===== src/rtl/lsu_arbiter.sv =====
// lsu_arbiter: round-robin arbiter between a fetch and a data port onto one LSU.
// Define LSU_ARB_SPLIT_EN to split misaligned data words into two byte accesses.
module lsu_arbiter (
   input  logic        clk,
   input  logic        a_rst,
   input  logic        f_req,
   input  logic [15:0] f_addr,
   output logic        f_ack,
   output logic        f_done,
   output logic [15:0] f_rdata,
   input  logic        d_req,
   input  logic [15:0] d_addr,
   input  logic [15:0] d_wdata,
   input  logic        d_cmd,
   input  logic        d_width,
   output logic        d_ack,
   output logic        d_done,
   output logic [15:0] d_rdata,
   output logic [15:0] lsu_addr,
   output logic [15:0] lsu_data,
   output logic        lsu_cmd,
   output logic        lsu_width,
   output logic        lsu_t_id,
   output logic        lsu_start,
   output logic        lsu_wr_addr,
   input  logic        lsu_ack,
   input  logic        lsu_busy,
   input  logic        mem_rdy,
   input  logic [15:0] mem_rdata
);

`ifdef LSU_ARB_SPLIT_EN
   typedef enum logic [2:0] {IDLE, ISSUE, WAIT, ISSUE_HI, WAIT_HI} state_t;
`else
   typedef enum logic [1:0] {IDLE, ISSUE, WAIT} state_t;
`endif

   state_t      state;
   state_t      nxt;
   logic        grant;
   logic        grant_d;
   logic        cap;
   logic        last_d;
   logic        f_vld;
   logic        d_vld;
   logic [15:0] r_addr;
   logic [15:0] r_data;
   logic        r_cmd;
   logic        r_width;
   logic        r_tid;
   logic [15:0] f_rq;
   logic [15:0] d_rq;
   logic [15:0] rd_val;
   logic [7:0]  mem_byte;
`ifdef LSU_ARB_SPLIT_EN
   logic        cap_lo;
   logic        r_split;
   logic [7:0]  r_hi;
   logic [7:0]  r_lo;
   logic        mis;
   assign mis = ~d_width & d_addr[0];
`endif

   assign lsu_addr    = r_addr;
   assign lsu_data    = r_data;
   assign lsu_cmd     = r_cmd;
   assign lsu_width   = r_width;
   assign lsu_t_id    = r_tid;
   assign lsu_wr_addr = 1'b1;
   assign f_rdata     = f_vld ? f_rq : 16'h0000;
   assign d_rdata     = d_vld ? d_rq : 16'h0000;
   assign mem_byte    = r_addr[0] ? mem_rdata[15:8] : mem_rdata[7:0];

   // Read result: byte lane select, zero-extend, or reassembled split word
   always_comb begin
      rd_val = r_width ? {8'h00, mem_byte} : mem_rdata;
`ifdef LSU_ARB_SPLIT_EN
      if (r_split) rd_val = {mem_byte, r_lo};
`endif
   end

   // State register
   always_ff @(posedge clk or negedge a_rst) begin
      if (!a_rst) state <= IDLE;
      else        state <= nxt;
   end

   // Next state, grant and LSU handshake
   always_comb begin
      nxt       = state;
      grant     = 1'b0;
      grant_d   = 1'b0;
      f_ack     = 1'b0;
      d_ack     = 1'b0;
      lsu_start = 1'b0;
      cap       = 1'b0;
`ifdef LSU_ARB_SPLIT_EN
      cap_lo    = 1'b0;
`endif
      unique case (state)
         IDLE: begin
            if (a_rst && (f_req || d_req)) begin
               grant   = 1'b1;
               grant_d = d_req & (~f_req | ~last_d);
               f_ack   = ~grant_d;
               d_ack   = grant_d;
               nxt     = ISSUE;
            end
         end
         ISSUE: begin
            lsu_start = 1'b1;
            if (lsu_ack) nxt = WAIT;
         end
         WAIT: begin
            if (mem_rdy && lsu_busy) begin
               nxt = IDLE;
               cap = 1'b1;
`ifdef LSU_ARB_SPLIT_EN
               if (r_split) begin
                  nxt    = ISSUE_HI;
                  cap    = 1'b0;
                  cap_lo = 1'b1;
               end
`endif
            end
         end
`ifdef LSU_ARB_SPLIT_EN
         ISSUE_HI: begin
            lsu_start = 1'b1;
            if (lsu_ack) nxt = WAIT_HI;
         end
         WAIT_HI: begin
            if (mem_rdy && lsu_busy) begin
               nxt = IDLE;
               cap = 1'b1;
            end
         end
`endif
         default: nxt = IDLE;
      endcase
   end

   // Done pulses, rdata-valid flags and round-robin pointer
   always_ff @(posedge clk or negedge a_rst) begin
      if (!a_rst) begin
         f_done <= 1'b0;
         d_done <= 1'b0;
         f_vld  <= 1'b0;
         d_vld  <= 1'b0;
         last_d <= 1'b1;
      end else begin
         f_done <= cap & ~r_tid;
         d_done <= cap & r_tid;
         if (cap && !r_cmd) begin
            if (r_tid) d_vld <= 1'b1;
            else       f_vld <= 1'b1;
         end
         if (grant) last_d <= grant_d;
      end
   end

   // Request fields and read data; no reset needed on the datapath
   always_ff @(posedge clk) begin
      if (grant) begin
         r_tid <= grant_d;
         if (grant_d) begin
            r_addr  <= d_addr;
            r_cmd   <= d_cmd;
            r_width <= d_width;
            r_data  <= d_width ? {2{d_wdata[7:0]}} : d_wdata;
`ifdef LSU_ARB_SPLIT_EN
            r_split <= mis;
            r_hi    <= d_wdata[15:8];
            if (mis) begin
               r_width <= 1'b1;
               r_data  <= {2{d_wdata[7:0]}};
            end
`endif
         end else begin
            r_addr  <= f_addr;
            r_cmd   <= 1'b0;
            r_width <= 1'b0;
            r_data  <= 16'h0000;
`ifdef LSU_ARB_SPLIT_EN
            r_split <= 1'b0;
`endif
         end
      end
`ifdef LSU_ARB_SPLIT_EN
      if (cap_lo) begin
         r_lo   <= mem_byte;
         r_addr <= r_addr + 16'd1;
         r_data <= {2{r_hi}};
      end
`endif
      if (cap && !r_cmd) begin
         if (r_tid) d_rq <= rd_val;
         else       f_rq <= rd_val;
      end
   end

endmodule

===== config.mk =====
export PLATFORM = sky130hd
export DESIGN_NAME = lsu_arbiter
export DESIGN_NICKNAME = d
export VERILOG_FILES = /design/src/rtl/lsu_arbiter.sv
export SDC_FILE = /design/constraint.sdc
export NUM_CORES = 1
export LEC_CHECK = 0
export ABC_CLOCK_PERIOD_IN_PS = 3100
export CAP_MARGIN = 30
export CORE_MARGIN = 8
export CORE_UTILIZATION = 42
export CTS_BUF_LIST = sky130_fd_sc_hd__clkbuf_8
export CTS_CLUSTER_SIZE = 24
export DETAILED_ROUTE_END_ITERATION = 10
export PLACE_DENSITY = 0.82
export SYNTH_ARGS = -nofsm -noshare
export SYNTH_HDL_FRONTEND = slang
export SYNTH_SLANG_ARGS = --single-unit

===== constraint.sdc =====
create_clock -name clk -period 3.1 [get_ports clk]
set_input_delay 0.31 -clock clk [delete_from_list [all_inputs] [get_ports clk]]
set_output_delay 0.31 -clock clk [all_outputs]
set_load 0.01 [all_outputs]

; Yosys cells after proc, flatten, opt, wreduce, memory -nomap -nowiden
; Cells that the tools add are included.
[word_totals]
reg_bits = 74
in_bits = 73
[classes]
n_eq_ne = 5
n_mux = 19
bitwise_logic = 8
reduce_logical = 9
[ops]
columns = cell, count
row1 = $mux W16, 5
row2 = $mux W1, 9
row3 = $mux W8, 1
row4 = $mux W2, 3
row5 = $ne A2 B2 Y1 const B, 3
row6 = $pmux W2 S3, 1
row7 = $not A1 Y1, 4
row8 = $reduce_and A2 Y1, 2
row9 = $and A1 B1 Y1, 3
row10 = $logic_and A1 B1 Y1, 3
row11 = $reduce_and A3 Y1, 1
row12 = $eq A2 B1 Y1 const B, 1
row13 = $eq A2 B2 Y1 const B, 1
row14 = $logic_not A2 Y1, 1
row15 = $logic_not A1 Y1, 1
row16 = $logic_or A1 B1 Y1, 1
row17 = $or A1 B1 Y1, 1

; Depth between registers and ports, before layout
[depth]
word_depth = 6
ltp_mapped = 4

; Worst setup path before layout
; Ideal clock, no wire load.
[synth_timing]
path_kind = flip-flop to flip-flop
from = register state[0]
to = register f_rq[0], enable pin
t_arrival_ps = 1755
t_required_ps = 2689
slack_ps = 934
stages_incl_launch_ff = 3
path_buffers = 0
synth_period_minus_slack_ps = 2166
path_cell_list = dfrtp_1 > nand4b_1 > nor3_1
[synth_via]
elab_chain_len = 4
[synth_lines]
columns = element, line_no
row1 = "start, declared", 38  ; state_t state;
row2 = "start signal, assigned", 85  ; else state <= nxt;
row3 = $eq A2 B2 Y1, 100  ; unique case (state)
row4 = $mux W1, 100
row5 = $logic_and A1 B1 Y1, 196  ; if (cap && !r_cmd) begin
row6 = $reduce_and A2 Y1 (no line), n/a
row7 = "end signal, assigned", 198  ; else f_rq <= rd_val;
row8 = "end, declared", 51  ; logic [15:0] f_rq;
; Every way passes these cells.
; A chain may end at the register's enable or synchronous reset.

; Worst setup path in the final report
[layout_timing]
from = input port a_rst
to = output port f_ack
[layout_via]
elab_chain_len = 3
[layout_lines]
columns = element, line_no
row1 = "start, declared", 5  ; input logic a_rst,
row2 = $logic_and A1 B1 Y1, 102  ; if (a_rst && (f_req || d_req)) begin
row3 = $mux W1, 102
row4 = $mux W1, 100
row5 = "end, declared", 8  ; output logic f_ack,
; Every way passes these cells.

==> impl_metrics.yaml <==
setup_path:
  reg2reg_to: "lsu_data[13]$_SDFFCE_PN0P_"
  worstPathArrival_ns: 2.17
  critPathRequiredTime_ns: 2.79
  start_kind: "input pin"
  r2r_start: "state[1]$_DFFE_PN0P_"
  crit_type: "input pin to output port"
  worstPathMaxFanout: 12
  cp-end-kind: "output port"
  reg2reg_slack_ns: 1.16
  reg2reg_depth: 5
routing:
  num_vias: 2127
  ant_nets: 0
  drcViolationCount: 0
  drt-pass1-iter-count: 4
  drt_iter0_markers: 129
  via_per_inst: 4.695
  wl_per_cell_um: 17.37
  drt-total-wl_mm: 7.869
synth:
  postSynthNetCount: 269
  synth_top_area_share_pct: 65.45
  synth_cell_types: 27
  syn-instance-count: 196
  ys_ff_latch: 74
  ys_seq_area_share_pct: 71.18
  yosysTopAreaCell: "edfxtp_1"
  netlist_area_mm2: 0.003074
  ys_top_cells_by_area: "edfxtp_1, mux2_2, and2_1, dfrtp_1, mux2i_1"
  avgSynthCellArea_um2: 15.68
  yosys_warnings: 0
placed_design:
  place_hpwl_mm: 6.108
  placed_cell_area_mm2: 0.004657
  port_buffers: 144
  globalplace.congestion: 0.8053
  dp.cells: 437
finish:
  drive_above_1_share_pct: 14.41
  mostFrequentLayoutCells: "clkdlybuf4s50_1, edfxtp_1, and2_1"
  stdcell_count: 453
  final_common_cell: "clkdlybuf4s50_1"
  stdcell_area_mm2: 0.004818
  area_growth_pct: 56.74
  antenna_cells: 0
  fill_cells: 522
  nets: 422
grt:
  grt_pass1_wl_mm: 12.18
  track_usage_pct: 15.56
  grt_pass1_vias: 2399
  grt_max_degree: 27
  grt_overflow: 0
  antenna_found_initial: 0
pwr:
  combPwrFrac_pct: 33.2
  power.share.sequential_pct: 46.0
  power.internal_mw: 2.131
  total_power_mw: 2.980
  p_switching_mw: 0.8491
  clkPwrFrac_pct: 20.8
  power.density_mw_per_mm2: 618.5
  p_leak_nw: 1.792
  swShare_pct: 28.49
  ir_drop_v: 0.0003102
timing:
  finalCriticalPeriod_ns: 2.480
  max_slew_margin_pct: 65.45
  rsz0062_at_grt: "no"
  max_clock_freq_ghz: 0.4032
  tns_ns: 0
  setup_viol: 0
  tightest_slew_ns: 0.5166
  holdWs_ns: 0.2541
  clock_skew_ns: 0.006214
  finalCritPeriodShare_pct: 80.00
  finalMaxSlewViolations: 0
  final_hold_viol_count: 0
floorplanning:
  fp.dieArea_mm2: 0.01031
  io_pins: 146
  core_area_mm2: 0.007176
  rows: 31
  die_w_um: 101.6
  die_h_um: 101.6
  start_util_pct: 42.84
clock_network:
  cts_hold_buf: 0
  worstSkewPairLatency_ns: 0.32
  cts_setup_buffers: 0
  path_clk_slew_ns: 0.08
  root_buffer: "clkbuf_8"
  postCtsResizedCells: 0
  cts_made_buffers: 9
  tritoncts: "yes"
  clockBufferDepth: 2
  h-tree-depth: 3
  cts.sinks: 74
run:
  cap_violations: 0
run_status:
  status: "completed"
hold_path:
  worst_hold_path_type: "input pin to async pin"
==> through the flow <==
step                setup slack, ns  util (%)
detailed placement           0.6364     64.90
finish                       0.6200     67.15
global placement             0.6730     64.90
floorplan                    0.9341         -
global route                 0.4600     67.15
CTS                          0.6058     67.15
==> area by class of cell <==
type                            instances  area (um^2)  area share, %
Clock buffer                            9        123.9          2.571
Clock inverter                          7        37.54         0.7790
Inverter                                4        15.01         0.3116
Multi-Input combinational cell        110        830.8          17.24
Sequential cell                        74         2188          45.42
Tap cell                               99        123.9          2.571
Timing Repair Buffer                  150         1499          31.11
==> cell families after synthesis <==
family | after synthesis | share of synthesized area [%]
and+or+nand+nor | 71 | 13.63
muxes | 33 | 11.88
DFF | 74 | 71.18
buffers and inverters | 12 | 1.953
AOI/OAI and AO/OA | 5 | 1.221
other | 1 | 0.1220
==> registers in the layout, summed over array words and instances, names as in the netlist, 2 cells and up <==
signal / flops
state: 2
d_rq: 16
lsu_data: 16
f_rq: 16
lsu_addr: 16
==> power groups by stage <==
stage / Combinational, mW / Sequential, mW / Clock [mW]
4_1_cts: 1.00 / 1.38 / 0.641
3_5_place_dp: 1.00 / 1.40 / 0
3_3_place_gp: 0.982 / 1.39 / 0
5_1_grt: 1.06 / 1.39 / 0.680
6_report: 0.989 / 1.37 / 0.619
2_1_floorplan: 0.392 / 1.39 / 0
==> synth_stat cells (all sizes together) <==
master,count
dfrtp,6
or2,1
nand4,1
nor2,11
nand2b,1
nor2b,9
o21ai,2
nand4b,1
a22o,1
and2,32
inv,4
mux2,25
buf,3
conb,1
o21bai,1
nor3b,1
and3,10
nand2,3
clkbuf,5
a21boi,1
dfstp,1
edfxtp,67
mux2i,8
nor3,1
==> worst max path at each step <==
stage                    startpoint                 to  slack [ns]  cells past startpoint
6_report                      a_rst              f_ack        0.62                      7
3_5_place_dp                  a_rst              f_ack        0.64                      7
2_1_floorplan  state[0]$_DFFE_PN0P_  f_rq[0]$_DFFE_PP_        0.93                      2
4_1_cts                       a_rst              f_ack        0.61                      7
3_3_place_gp                  a_rst              f_ack        0.67                      7
5_1_grt                       a_rst              f_ack        0.46                      7
==> critical path, stage by stage <==
cell	delay [ns]
clkdlybuf4s50_1	0.46
buf_4	0.16
nor3b_2	0.17
buf_4	0.19
o21ai_0	0.19
nor2_1	0.14
clkdlybuf4s50_1	0.55
==> layer usage <==
layer  routed length [um]  global-route usage, %  share of wire (%)
met1                 2792                  15.64                 35
met2                 4055                  26.91                 52
met3                  969                  7.629                 12
met4                   52                  6.186               0.66
met5                    0                      0                  0
No activity file was read; power rests on OpenSTA's default activity.
